**config.mk**
```make
export PLATFORM = sky130hd
export DESIGN_NAME = fft_output_reorder
export DESIGN_NICKNAME = d
export VERILOG_FILES = /design/src/rtl/fft_pkg.sv /design/src/rtl/fft_reorder_bank.sv /design/src/rtl/fft_output_reorder.sv
export SDC_FILE = /design/constraint.sdc
export NUM_CORES = 1
export LEC_CHECK = 0
export CORE_MARGIN = 4
export CORE_UTILIZATION = 40
export DETAILED_ROUTE_END_ITERATION = 10
export SLEW_MARGIN = 15
export SYNTH_ARGS = -nofsm -noshare
export SYNTH_HDL_FRONTEND = slang
export SYNTH_SLANG_ARGS = --single-unit
```
**constraint.sdc**
```tcl
create_clock -name clk_i -period 14.6 [get_ports clk_i]
set_input_delay 2.92 -clock clk_i [delete_from_list [all_inputs] [get_ports clk_i]]
set_output_delay 2.92 -clock clk_i [all_outputs]
set_load 0.03 [all_outputs]
```
**src/rtl/fft_pkg.sv**
```systemverilog
// Shared FFT definitions: frame geometry and the complex sample layout.
// Also used by butterfly_stage.
package fft_pkg;
  localparam int DATA_W   = 50;
  localparam int N_POINTS = 8;
  localparam int IDX_W    = $clog2(N_POINTS);

  typedef struct packed {
    logic signed [24:0] re;
    logic signed [24:0] im;
  } cplx_t;
endpackage

```
**src/rtl/fft_reorder_bank.sv**
```systemverilog
// One ping-pong bank: bin storage, a written-index mask and the frame-full flag.
// The parent only enables writes while this bank is not full.
module fft_reorder_bank
  import fft_pkg::*;
#(
  parameter int DW = DATA_W,
  parameter int NP = N_POINTS,
  parameter int IW = IDX_W
) (
  input  logic          clk,
  input  logic          rst_n,
  input  logic          wr_en,
  input  logic [IW-1:0] wr_idx,
  input  logic [DW-1:0] wr_data,
  input  logic          rd_clr,
  input  logic [IW-1:0] rd_idx,
  output logic [DW-1:0] rd_data,
  output logic          full,
  output logic          wr_dup,
  output logic          wr_done
);

  logic [DW-1:0] mem [NP];
  logic [NP-1:0] mask;
  logic [NP-1:0] mask_nxt;
  logic [NP-1:0] sel;

  always_comb begin
    sel         = '0;
    sel[wr_idx] = 1'b1;
    mask_nxt    = mask | sel;
    wr_dup      = wr_en & mask[wr_idx];
    // The completing write counts toward the mask before the full check.
    wr_done     = wr_en & (&mask_nxt);
  end

  // Storage carries no reset; the mask alone decides what is valid.
  always_ff @(posedge clk) begin
    if (wr_en) mem[wr_idx] <= wr_data;
  end

  always_ff @(posedge clk or negedge rst_n) begin
    if (!rst_n) begin
      mask <= '0;
      full <= 1'b0;
    end else begin
      if (wr_done) begin
        mask <= '0;
        full <= 1'b1;
      end else if (wr_en) begin
        mask <= mask_nxt;
      end
      if (rd_clr) full <= 1'b0;
    end
  end

  assign rd_data = mem[rd_idx];

endmodule

```
**src/rtl/fft_output_reorder.sv**
```systemverilog
// Collects out-of-order FFT bins into ping-pong banks and streams each frame
// out in natural bin order with a valid/ready handshake.
module fft_output_reorder #(
  parameter int DATA_W   = fft_pkg::DATA_W,
  parameter int N_POINTS = fft_pkg::N_POINTS,
  localparam int IDX_W   = $clog2(N_POINTS)
) (
  input  logic              clk_i,
  input  logic              rst_i,
  input  logic              in_valid_i,
  input  logic [DATA_W-1:0] in_data_i,
  input  logic [IDX_W-1:0]  in_idx_i,
  output logic              in_ready_o,
  output logic              out_valid_o,
  input  logic              out_ready_i,
  output logic [DATA_W-1:0] out_data_o,
  output logic [IDX_W-1:0]  out_idx_o,
  output logic              out_last_o,
  output logic              dup_err_o
);

  localparam logic [IDX_W-1:0] LAST_IDX = IDX_W'(N_POINTS - 1);

  logic                   wr_bank;
  logic                   rd_bank;
  logic [IDX_W-1:0]       rd_cnt;
  logic                   dup_err;
  logic [1:0]             full;
  logic [1:0]             wr_en;
  logic [1:0]             rd_clr;
  logic [1:0]             wr_dup;
  logic [1:0]             wr_done;
  logic [1:0][DATA_W-1:0] rd_data;
  logic                   wr_fire;
  logic                   rd_fire;
  logic                   rd_wrap;

  assign in_ready_o = !full[wr_bank];
  assign wr_fire    = in_valid_i & in_ready_o;
  assign rd_fire    = out_valid_o & out_ready_i;
  assign rd_wrap    = rd_fire & (rd_cnt == LAST_IDX);

  for (genvar b = 0; b < 2; b++) begin : g_bank
    assign wr_en[b]  = wr_fire & (wr_bank == 1'(b));
    assign rd_clr[b] = rd_wrap & (rd_bank == 1'(b));

    fft_reorder_bank #(
      .DW (DATA_W),
      .NP (N_POINTS),
      .IW (IDX_W)
    ) u_bank (
      .clk     (clk_i),
      .rst_n   (rst_i),
      .wr_en   (wr_en[b]),
      .wr_idx  (in_idx_i),
      .wr_data (in_data_i),
      .rd_clr  (rd_clr[b]),
      .rd_idx  (rd_cnt),
      .rd_data (rd_data[b]),
      .full    (full[b]),
      .wr_dup  (wr_dup[b]),
      .wr_done (wr_done[b])
    );
  end

  // Write and read sides advance independently, so a frame can complete on
  // one bank while the other bank's final read retires on the same edge.
  always_ff @(posedge clk_i or negedge rst_i) begin
    if (!rst_i) begin
      wr_bank <= 1'b0;
      rd_bank <= 1'b0;
      rd_cnt  <= '0;
      dup_err <= 1'b0;
    end else begin
      if (|wr_done) wr_bank <= ~wr_bank;
      if (|wr_dup)  dup_err <= 1'b1;
      if (rd_fire) begin
        rd_cnt <= rd_wrap ? '0 : rd_cnt + 1'b1;
        if (rd_wrap) rd_bank <= ~rd_bank;
      end
    end
  end

  assign out_valid_o = full[rd_bank];
  assign out_idx_o   = rd_cnt;
  assign out_data_o  = out_valid_o ? rd_data[rd_bank] : '0;
  assign out_last_o  = out_valid_o & (rd_cnt == LAST_IDX);
  assign dup_err_o   = dup_err;

endmodule

```
# [Word level (Yosys, flattened, before mapping)]
# Memories as Yosys holds them, arrays and structs flattened.
# Cells that the tools add are included.
[word_totals] elab_cells=69 output_inout_bits=57 inputBits=57 register_bits=24 memories=2 ram_bits=800
[memory_table] memory="g_bank[0].u_bank.mem" depth=8 width=50 rd=1 rd_ports_with_merged_regs=0 wr=1 line_no="fft_reorder_bank.sv:23" text="logic [DW-1:0] mem [NP];"
[memory_table] memory="g_bank[1].u_bank.mem" depth=8 width=50 rd=1 rd_ports_with_merged_regs=0 wr=1 line_no="fft_reorder_bank.sv:23"
[op_classes] eq_ne=1 addsub=1 reduce_logical=11 n_lt_le_gt_ge=4 bitwise_logic=16 mux=26
[ops] operator="50-bit two-way mux" count=3
[ops] operator="8-bit two-way mux" count=4
[ops] operator="8-bit bitwise OR" count=2
[ops] operator="8-bit AND reduction" count=2
[ops] operator="1-bit two-way mux" count=15
[ops] operator="1-bit bitwise AND" count=12
[ops] operator="2-bit nonzero test" count=4
[ops] operator="1-bit binary-select mux with 3-bit select" count=2
[ops] operator="1-bit by 2-bit < comparator with 1-bit output (second input constant)" count=2
[ops] operator="3-bit by 4-bit < comparator with 1-bit output (second input constant)" count=1
[ops] operator="2-bit OR reduction" count=2
[ops] operator="3-bit by 1-bit adder with 3-bit output (second input constant)" count=1
[ops] operator="1-bit demux with 3-bit select" count=1
[ops] operator="3-bit equality test (second input constant)" count=1
[ops] operator="3-bit by 1-bit >= comparator with 1-bit output (second input constant)" count=1
[ops] operator="3-bit two-way mux" count=1
[ops] operator="1-bit NOT" count=2
[ops] operator="2-bit AND reduction" count=1
[ops] operator="1-bit logical AND" count=1
[ops] operator="1-bit logical NOT" count=1

# [Logic depth before layout (Yosys ltp)]
# Gate-level depths: netlist (run 1).
[depth] word_depth=9 ltp_mapped=6 ltp_nobuf=5

# [By module]
# A second synthesis (run 1) with hierarchy kept.
[unflattened] cells_unflattened=1430 area_unflattened_um2=32894.0
[modules_own_cells] mod="fft_reorder_bank (g_bank[1].u_bank)" n_inst=1 area_each_um2=15991.6 seq_area_each_um2=12236.7 cells_per_inst=648
[modules_own_cells] mod="fft_reorder_bank (g_bank[0].u_bank)" n_inst=1 area_each_um2=15831.4 seq_area_each_um2=12236.7 cells_per_inst=640
[modules_own_cells] mod="fft_output_reorder" n_inst=1 area_each_um2=1071.0 seq_area_each_um2=150.1 cells_per_inst=142

# [Worst setup path after synthesis (run 1)]
# No wires, ideal clock.
[synth_path] path_type="input port to flip-flop" from="in in_valid_i" to="mem g_bank[0].u_bank.mem[2][0] in the netlist's numbering (enable)" required_time_ns=14.078 path_buffers=1 path_stages=3 slack_ns=7.093 setup_ns=0.522 t_arrival_ns=6.985 cell_sequence="or3b_1 > clkbuf_1 > nor3_1"
[synth_via] elab_chain_cells=4
[synth_rtl] element="start, declared" line_no="fft_output_reorder.sv:10" text="input logic in_valid_i,"
[synth_rtl] element="1-bit bitwise AND" line_no="fft_output_reorder.sv:39" text="assign wr_fire = in_valid_i & in_ready_o;"
[synth_rtl] element="1-bit bitwise AND" line_no="fft_output_reorder.sv:44" text="assign wr_en[b] = wr_fire & (wr_bank == 1'(b));"
[synth_rtl] element="1-bit two-way mux" line_no="fft_reorder_bank.sv:39" text="if (wr_en) mem[wr_idx] <= wr_data;"
[synth_rtl] element="1-bit two-way mux (not written as such)" line_no="fft_reorder_bank.sv:39"
[synth_rtl] element="end, declared" line_no="fft_reorder_bank.sv:23"
# Every way passes these cells.

# [Worst setup path in the final report (run 1)]
[layout_path] from="reg rd_cnt[0] (netlist: out_idx_o[0])" to="out out_data_o[12]"
[layout_via] elab_chain_cells=4 word_cells_on_any_way=5 classes_between="mux: 3; memory: 2"
[layout_rtl] element="start, declared" line_no="fft_output_reorder.sv:26" text="logic [IDX_W-1:0] rd_cnt;"
[layout_rtl] element="start signal, assigned" line_no="fft_output_reorder.sv:78" text="rd_cnt <= rd_wrap ? '0 : rd_cnt + 1'b1;"
[layout_rtl] element="memory 8 x 50 bit"
[layout_rtl] element="50-bit two-way mux (not written as such) * (2 in a row)" line_no="fft_output_reorder.sv:86" text="assign out_data_o = out_valid_o ? rd_data[rd_bank] : '0;"
[layout_rtl] element="50-bit two-way mux *" line_no="fft_output_reorder.sv:86"
[layout_rtl] element="end, declared" line_no="fft_output_reorder.sv:16" text="output logic [DATA_W-1:0] out_data_o,"
# Every way passes the cells marked *; elsewhere a longest branch is shown, timed or not. The select of a mux whose other input is x is not followed.

==> results.md, run 1 <==
* Status: finished clean
* Top_reg_cell synth: edfxtp_1
* CP arrival at 4550 ps
* Syn Nets at 1430
* XOR/XNOR share of the synthesized area at 0%
* Library cell with the highest instance count after synthesis: edfxtp_1
* Die Ht at 289 µm
* Synth warn at 0
* Initial Util at 40.5%
* GR Util All Layers at 17.2%
* Tcrit/Tclk final at 51.1%
* Placeable Area at 77800 µm²
* Synth Area in Simple Gates at 1.07%
* First-pass GRT wire length at 105000 µm
* Clk buf depth at 3
* Synthesis-to-finish area growth at 17.2%
* Post-CTS Hold Buffers at 0
* Iteration-0 DRC Markers at 1341
* Count of pins over their slew limit at 0
* Worst setup EP type: output port
* Post-route ant nets at 0
* Leakage at 0.0116 µW
* Final Hold Fails at 0
* Maximum fanout along the worst path at 39
* Clock root buffer: clkbuf_16
* Largest net degree at the start of global routing at 69
* Clk sink count at 824
* Worst-Skew Late Latency at 630 ps
* GP Congestion at 0.728
* Critical path required time at 11680 ps
* Sequential share of the synthesized area at 78.1%
* Final nets at 1592
* Reg2reg setup slack at 11260 ps
* Post-synth EDFFs at 800
* Beginning of the worst hold path: dup_err_o$_DFFE_PN0P_
* Die area at 83400 µm²
* Total gr overflow at 0
* Row count at 102
* Syn avg cell area at 23.0 µm²
* 1st-pass router iterations at 5
* Critical R2R Capture: g_bank[0].u_bank.mem[4][28]$_DFFE_PP_
* Clk slew on worst S/H paths at 60 ps
* Worst setup path class: reg -> out
* Distinct cells, synth at 42
* Detailed-route DRC error count at 0
* Fin Hold WS at 515 ps
* Area of the multi-input gates at 6680 µm²
* Routed vias at 14600
* Worst r2r src: wr_bank$_DFFE_PN0P_
* Mapped Area at 31500 µm²
* HPWL Detailed at 35500 µm
* Clock period minus worst slack at 7470 ps
* Final WS setup at 7130 ps
* Post-synthesis compound-gate area fraction at 1.84%
* Layout cells sized above 1 at 24.4%
* Post-synthesis mux area share at 17.9%
* Number of buffers created by CTS at 86
* # setup viols final at 0
* Clock Skew at 27.1 ps
* Resized cells post-CTS at 0
* Adder-Cell Fraction of Synth Area at 0.0794%
* I/O Buffers at 113
* Util after Layout at 47.5%
* R2r worst-path depth at 3
* I/O Pins at 114
* Main combinational cell family by area after synthesis: multiplexers
* Crit path launch type: register
* Mapped Cells at 1371
* Pwr Total at 6320 µW
* Ranking of synthesized cells by area: edfxtp_1 76%, mux4_2 14%, mux2i_1 3.5%, dfrtp_1 1.9%, o22ai_1 1.1%
* Peak VDD IR at 0.0000931 V
* F_max at 134 MHz
* Pre-CTS setup slack at 7560 ps
* Fill cells at 6394
* Initial antenna violation count at 4
* Share of the synthesized area in the top cell type at 76.2%
* Setup Buffers After CTS at 0
* CTS H-tree depth at 3
* Post-synth ARST share at 2.91%
* Worst hold-check path type: reg -> reg
* Most frequent cells after synthesis: 800 x edfxtp_1, 200 x mux4_2, 109 x mux2i_1, 53 x o22ai_1, 31 x clkbuf_1
* Pwr dens at 171 nW/µm²
* RSZ-0062 raised after global routing: false
* Die width at 289 µm
* Max-Cap Viols at 0
* Routed Wire Length at 70500 µm
* Reg area at 24600 µm²
* WL/cell at 26.6 µm
* Vias in the first global route at 15500
* Setup tns final at 0 ps
* Rel. slew slack at 30.0%
* Post-synthesis register bit count at 824
* CTS tree: done
* Worst Max-Slew Pin Slew at 1050 ps
* Worst Hold End: dup_err_o$_DFFE_PN0P_
* Hold path depth at 2
* Area leader, netlist: edfxtp_1
* Via density per instance at 5.50
[layer usage]
| layer | track usage (%) | vias to the layer above | share of wire (%) |
|---|---|---|---|
| met5 | 0 | - | 0.038 |
| met2 | 29.3 | 363 | 51 |
| met1 | 23.2 | 7902 | 42 |
| met3 | 3.00 | 95 | 4.7 |
| li1 | - | 6186 | - |
| met4 | 4.44 | 4 | 2.0 |
[layout by cell type, fill, tap and decap left out, types with 8 or more instances in the layout]
master and count:
mux2i_1 109, dfrtp_1 21, o21a_1 8, o22ai_1 53, mux4_2 200, nor2_4 10, clkbuf_16 87, clkdlybuf4s50_1 113
nor2_1 17, buf_4 34, clkinv_2 19, clkbuf_1 11, edfxtp_1 800, nand2_1 9, bufinv_16 13, clkinv_1 19
[power breakdown]
part	switching [µW]	leakage, µW	internal (µW)
Sequential	85.9	0.00749	2700
Combinational	660	0.00268	653
Clock	890	0.00142	1330
Total	1640	0.0116	4680
[stage by stage]
stage               area, µm²  instances
floorplan               31500       1371
global placement        34000       2484
detailed placement      34000       2484
CTS                     36900       2643
global route            37000       2645
finish                  37000       2646
[flip-flops by register name (all words and copies together), names as in the netlist]
register / flops
dup_err_o: 1
g_bank.u_bank.full: 2
g_bank.u_bank.mask: 16
g_bank.u_bank.mem: 800
out_idx_o: 3
rd_bank: 1
wr_bank: 1
[worst max-delay path: stages, from the launching register on]
cell and delay (ps):
dfrtp_4 920, buf_4 690, buf_4 670, mux4_2 580, mux2i_1 160, o22ai_1 160
clkdlybuf4s50_1 680
[cell type report]
class	count	share of cell area, %
flip-flops and latches	824	66.7
multi-input cells	466	18.1
clock buffers	98	6.00
repair buffers	148	3.81
well taps	1040	3.52
clock inverters	61	1.86
inverters	7	0.0711
diodes	2	0.0135
[how the worst max path moves through the flow]
stage | start | to | slack [ps]
floorplan | in_valid_i | g_bank[0].u_bank.mem[2][0]$_DFFE_PP_ | 7090
global placement | out_idx_o[0]$_DFFE_PN0P_ | out_data_o[9] | 7570
detailed placement | out_idx_o[0]$_DFFE_PN0P_ | out_data_o[9] | 7560
CTS | out_idx_o[0]$_DFFE_PN0P_ | out_data_o[9] | 6890
global route | out_idx_o[0]$_DFFE_PN0P_ | out_data_o[22] | 6720
finish | out_idx_o[0]$_DFFE_PN0P_ | out_data_o[12] | 7130
[logic make-up (layout without fill, tap and decap cells)]
kind of cell / after synthesis / count (layout)
compound gates: 85 / 85
fa+ha+maj: 2 / 2
buf+inv: 81 / 314
flops: 824 / 824
mux: 312 / 312
other cells: 0 / 2
simple gates: 67 / 67
Note: power is estimated with default switching activity, not from simulation.
==> run 2, diff against run 1 <==
clock period = 7.5 ns   (was 14.6 ns; I/O delays follow)
==> run 2 against run 1 <==
Compared with the run above:
- critical endpoint is now out_data_o[49]
- global-route usage is 0.10 points lower
- power is 91% higher
- critical path depth is 1 lower
- highest routed layer unchanged
- clock skew is 12 ps lower
- critical path type unchanged
- clock power is 84% higher
- cell area is 0.41% lower
- routed wire length is 0.17% lower
- final cell count is 0.38% lower
==> results.md, run 2 (synthesis results as in run 1) <==
* Status: finished clean
* Final nets at 1593 (+0.063%)
* Most common cell after layout, fill and taps aside: edfxtp_1
* Worst hold-check path type: reg -> reg
* GP Congestion at 0.728 (about the same)
* Routed Wire Length at 70400 µm (-0.17%)
* Leakage at 0.0115 µW (-0.73%)
* Clock period minus worst slack at 5410 ps
* Final WS setup at 2090 ps (-5040 ps)
* Routed vias at 14500 (-0.30%)
* RSZ-0062 raised after global routing: false
* Die area at 83400 µm² (unchanged)
* Layout cells sized above 1 at 23.8% (-0.60 points)
* Resized cells post-CTS at 0 (unchanged)
* # setup viols final at 0 (unchanged)
* Comb power frac at 20.8% (about the same)
* Final Hold Fails at 0 (unchanged)
* Crit path launch type: register
* Vias in the first global route at 15600 (+0.52%)
* Worst setup path class: reg -> out
* Setup tns final at 0 ps (unchanged)
* 1st-pass router iterations at 5 (unchanged)
* Die width at 289 µm (unchanged)
* Post-CTS Hold Buffers at 0 (unchanged)
* I/O Pins at 114 (unchanged)
* Via density per instance at 5.50 (about the same)
* Max-Cap Viols at 0 (unchanged)
* Biggest register: g_bank.u_bank.mem
* Tcrit/Tclk final at 72.1%
* Reg area at 24600 µm² (unchanged)
* Largest net degree at the start of global routing at 99 (+43%)
* Number of buffers created by CTS at 85 (-1.2%)
* Fill cells at 6412 (+0.28%)
* Power share of the clock group at 33.8% (-1.3 points)
* Worst setup EP type: output port
* Pre-CTS setup slack at 2690 ps (-4870 ps)
* Initial antenna violation count at 6 (+2)
* Iteration-0 DRC Markers at 1411 (+5.2%)
* I/O Buffers at 113 (unchanged)
* HPWL Detailed at 36500 µm (+2.7%)
* Peak VDD IR at 0.000214 V (+130%)
* Most frequent cells in the layout: 800 x edfxtp_1, 200 x mux4_2, 113 x clkdlybuf4s50_1
* Detailed-route DRC error count at 0 (unchanged)
* NetSw at 3150 µW (+92%)
* Clock Skew at 15.5 ps (-11.6 ps)
* Rel. slew slack at 26.1% (-3.9 points)
* Placeable Area at 77800 µm² (unchanged)
* Die Ht at 289 µm (unchanged)
* Pwr dens at 328 nW/µm² (+92%)
* Critical path required time at 6000 ps (-5680 ps)
* Hold path depth at 1 (-1)
* Clk slew on worst S/H paths at 60 ps (about the same)
* Clock root buffer: clkbuf_16
* Maximum fanout along the worst path at 98 (+150%)
* Row count at 102 (unchanged)
* Post-route ant nets at 0 (unchanged)
* CTS H-tree depth at 3 (unchanged)
* Largest register FFs at 800 (unchanged)
* Count of pins over their slew limit at 0 (unchanged)
* Non-Filler Instances at 2636 (-0.38%)
* Switch share at 26.0% (+0.15 points)
* Setup Buffers After CTS at 0 (unchanged)
* CTS tree: done
* Fin Hold WS at 546 ps (+31.3 ps)
* CP arrival at 3910 ps (-640 ps)
* Initial Util at 40.5% (unchanged)
* R2r worst-path depth at 3 (unchanged)
* Clk buf depth at 3 (unchanged)
* Worst Max-Slew Pin Slew at 1100 ps (+51.9 ps)
* Power share of the sequential group at 45.4% (+1.3 points)
* Clk sink count at 824 (unchanged)
* First-pass GRT wire length at 104000 µm (-0.98%)
* Area of the multi-input gates at 6680 µm² (unchanged)
* Placed cell count at 2487 (+0.12%)
* F_max at 185 MHz
* Total gr overflow at 0 (unchanged)
* WL/cell at 26.7 µm (+0.20%)
* GR Util All Layers at 17.1% (-0.10 points)
* Worst-Skew Late Latency at 620 ps (about the same)
* Synthesis-to-finish area growth at 16.7%
* Int Power at 8940 µW (+91%)
[run 2: cell types whose count changed in the layout (fill, tap and decap cells not counted), moves of 2 or more]
cell,change
buf_12,+3
buf_4,-2
bufinv_16,-4
clkbuf_1,+6
clkinv_1,-4
clkinv_2,-5
clkinv_8,-2
[run 2: layout make-up]
class	count	share of cell area, %
Antenna cell	2	0.0136
Sequential cell	824	66.9
Tap cell	1040	3.54
Multi-Input combinational cell	466	18.2
Inverter	7	0.0714
Clock buffer	103	6.02
Clock inverter	44	1.26
Timing Repair Buffer	150	4.02
[run 2: per-layer routing]
layer	part of all wire, %	wire [µm]	vias up	global-route usage (%)
met2	52	36500	325	29.4
li1	-	-	6171	-
met1	42	29400	7922	22.8
met4	1.5	1080	6	4.41
met5	0.060	42	-	0
met3	4.7	3330	82	2.99
[run 2: per-stage QoR]
| step | power, µW | utilization [%] | instance area [µm²] |
|---|---|---|---|
| global route | 12600 | 47.3 | 36800 |
| detailed placement | 8170 | 43.8 | 34100 |
| global placement | 8140 | 43.8 | 34100 |
| floorplan | 7420 | - | 31500 |
| finish | 12100 | 47.3 | 36800 |
| CTS | 12300 | 47.3 | 36800 |
[run 2: power groups by stage]
stage | logic [µW] | registers (µW) | clock network, µW
6_report | 2510 | 5490 | 4080
5_1_grt | 2720 | 5520 | 4390
4_1_cts | 2580 | 5500 | 4180
3_5_place_dp | 2570 | 5600 | 0
3_3_place_gp | 2560 | 5590 | 0
2_1_floorplan | 1980 | 5440 | 0
[run 2: path summary, 6_finish.rpt]
| kind | from | to | slack, ps |
|---|---|---|---|
| setup / recovery | out_idx_o[2]$_DFFE_PN0P_ | out_data_o[49] | 2090 |
| hold / removal | g_bank[0].u_bank.mask[2]$_DFFE_PN0P_ | g_bank[0].u_bank.mask[2]$_DFFE_PN0P_ | 550 |
| setup reg to reg | g_bank[1].u_bank.full$_DFFE_PN0P_ | g_bank[1].u_bank.mem[5][34]$_DFFE_PP_ | 4370 |
| hold reg to reg | g_bank[0].u_bank.mask[2]$_DFFE_PN0P_ | g_bank[0].u_bank.mask[2]$_DFFE_PN0P_ | 550 |
| max in group asynchronous | rst_i | out_idx_o[2]$_DFFE_PN0P_ | 5960 |
| min in group asynchronous | rst_i | g_bank[0].u_bank.mask[4]$_DFFE_PN0P_ | 1250 |
[run 2: worst max-delay path: stages, from the launching register on]
cell and delay, ps:
dfrtp_4 950, buf_12 510, mux4_2 330, mux2i_1 70, o22ai_1 460, clkdlybuf4s50_1 790
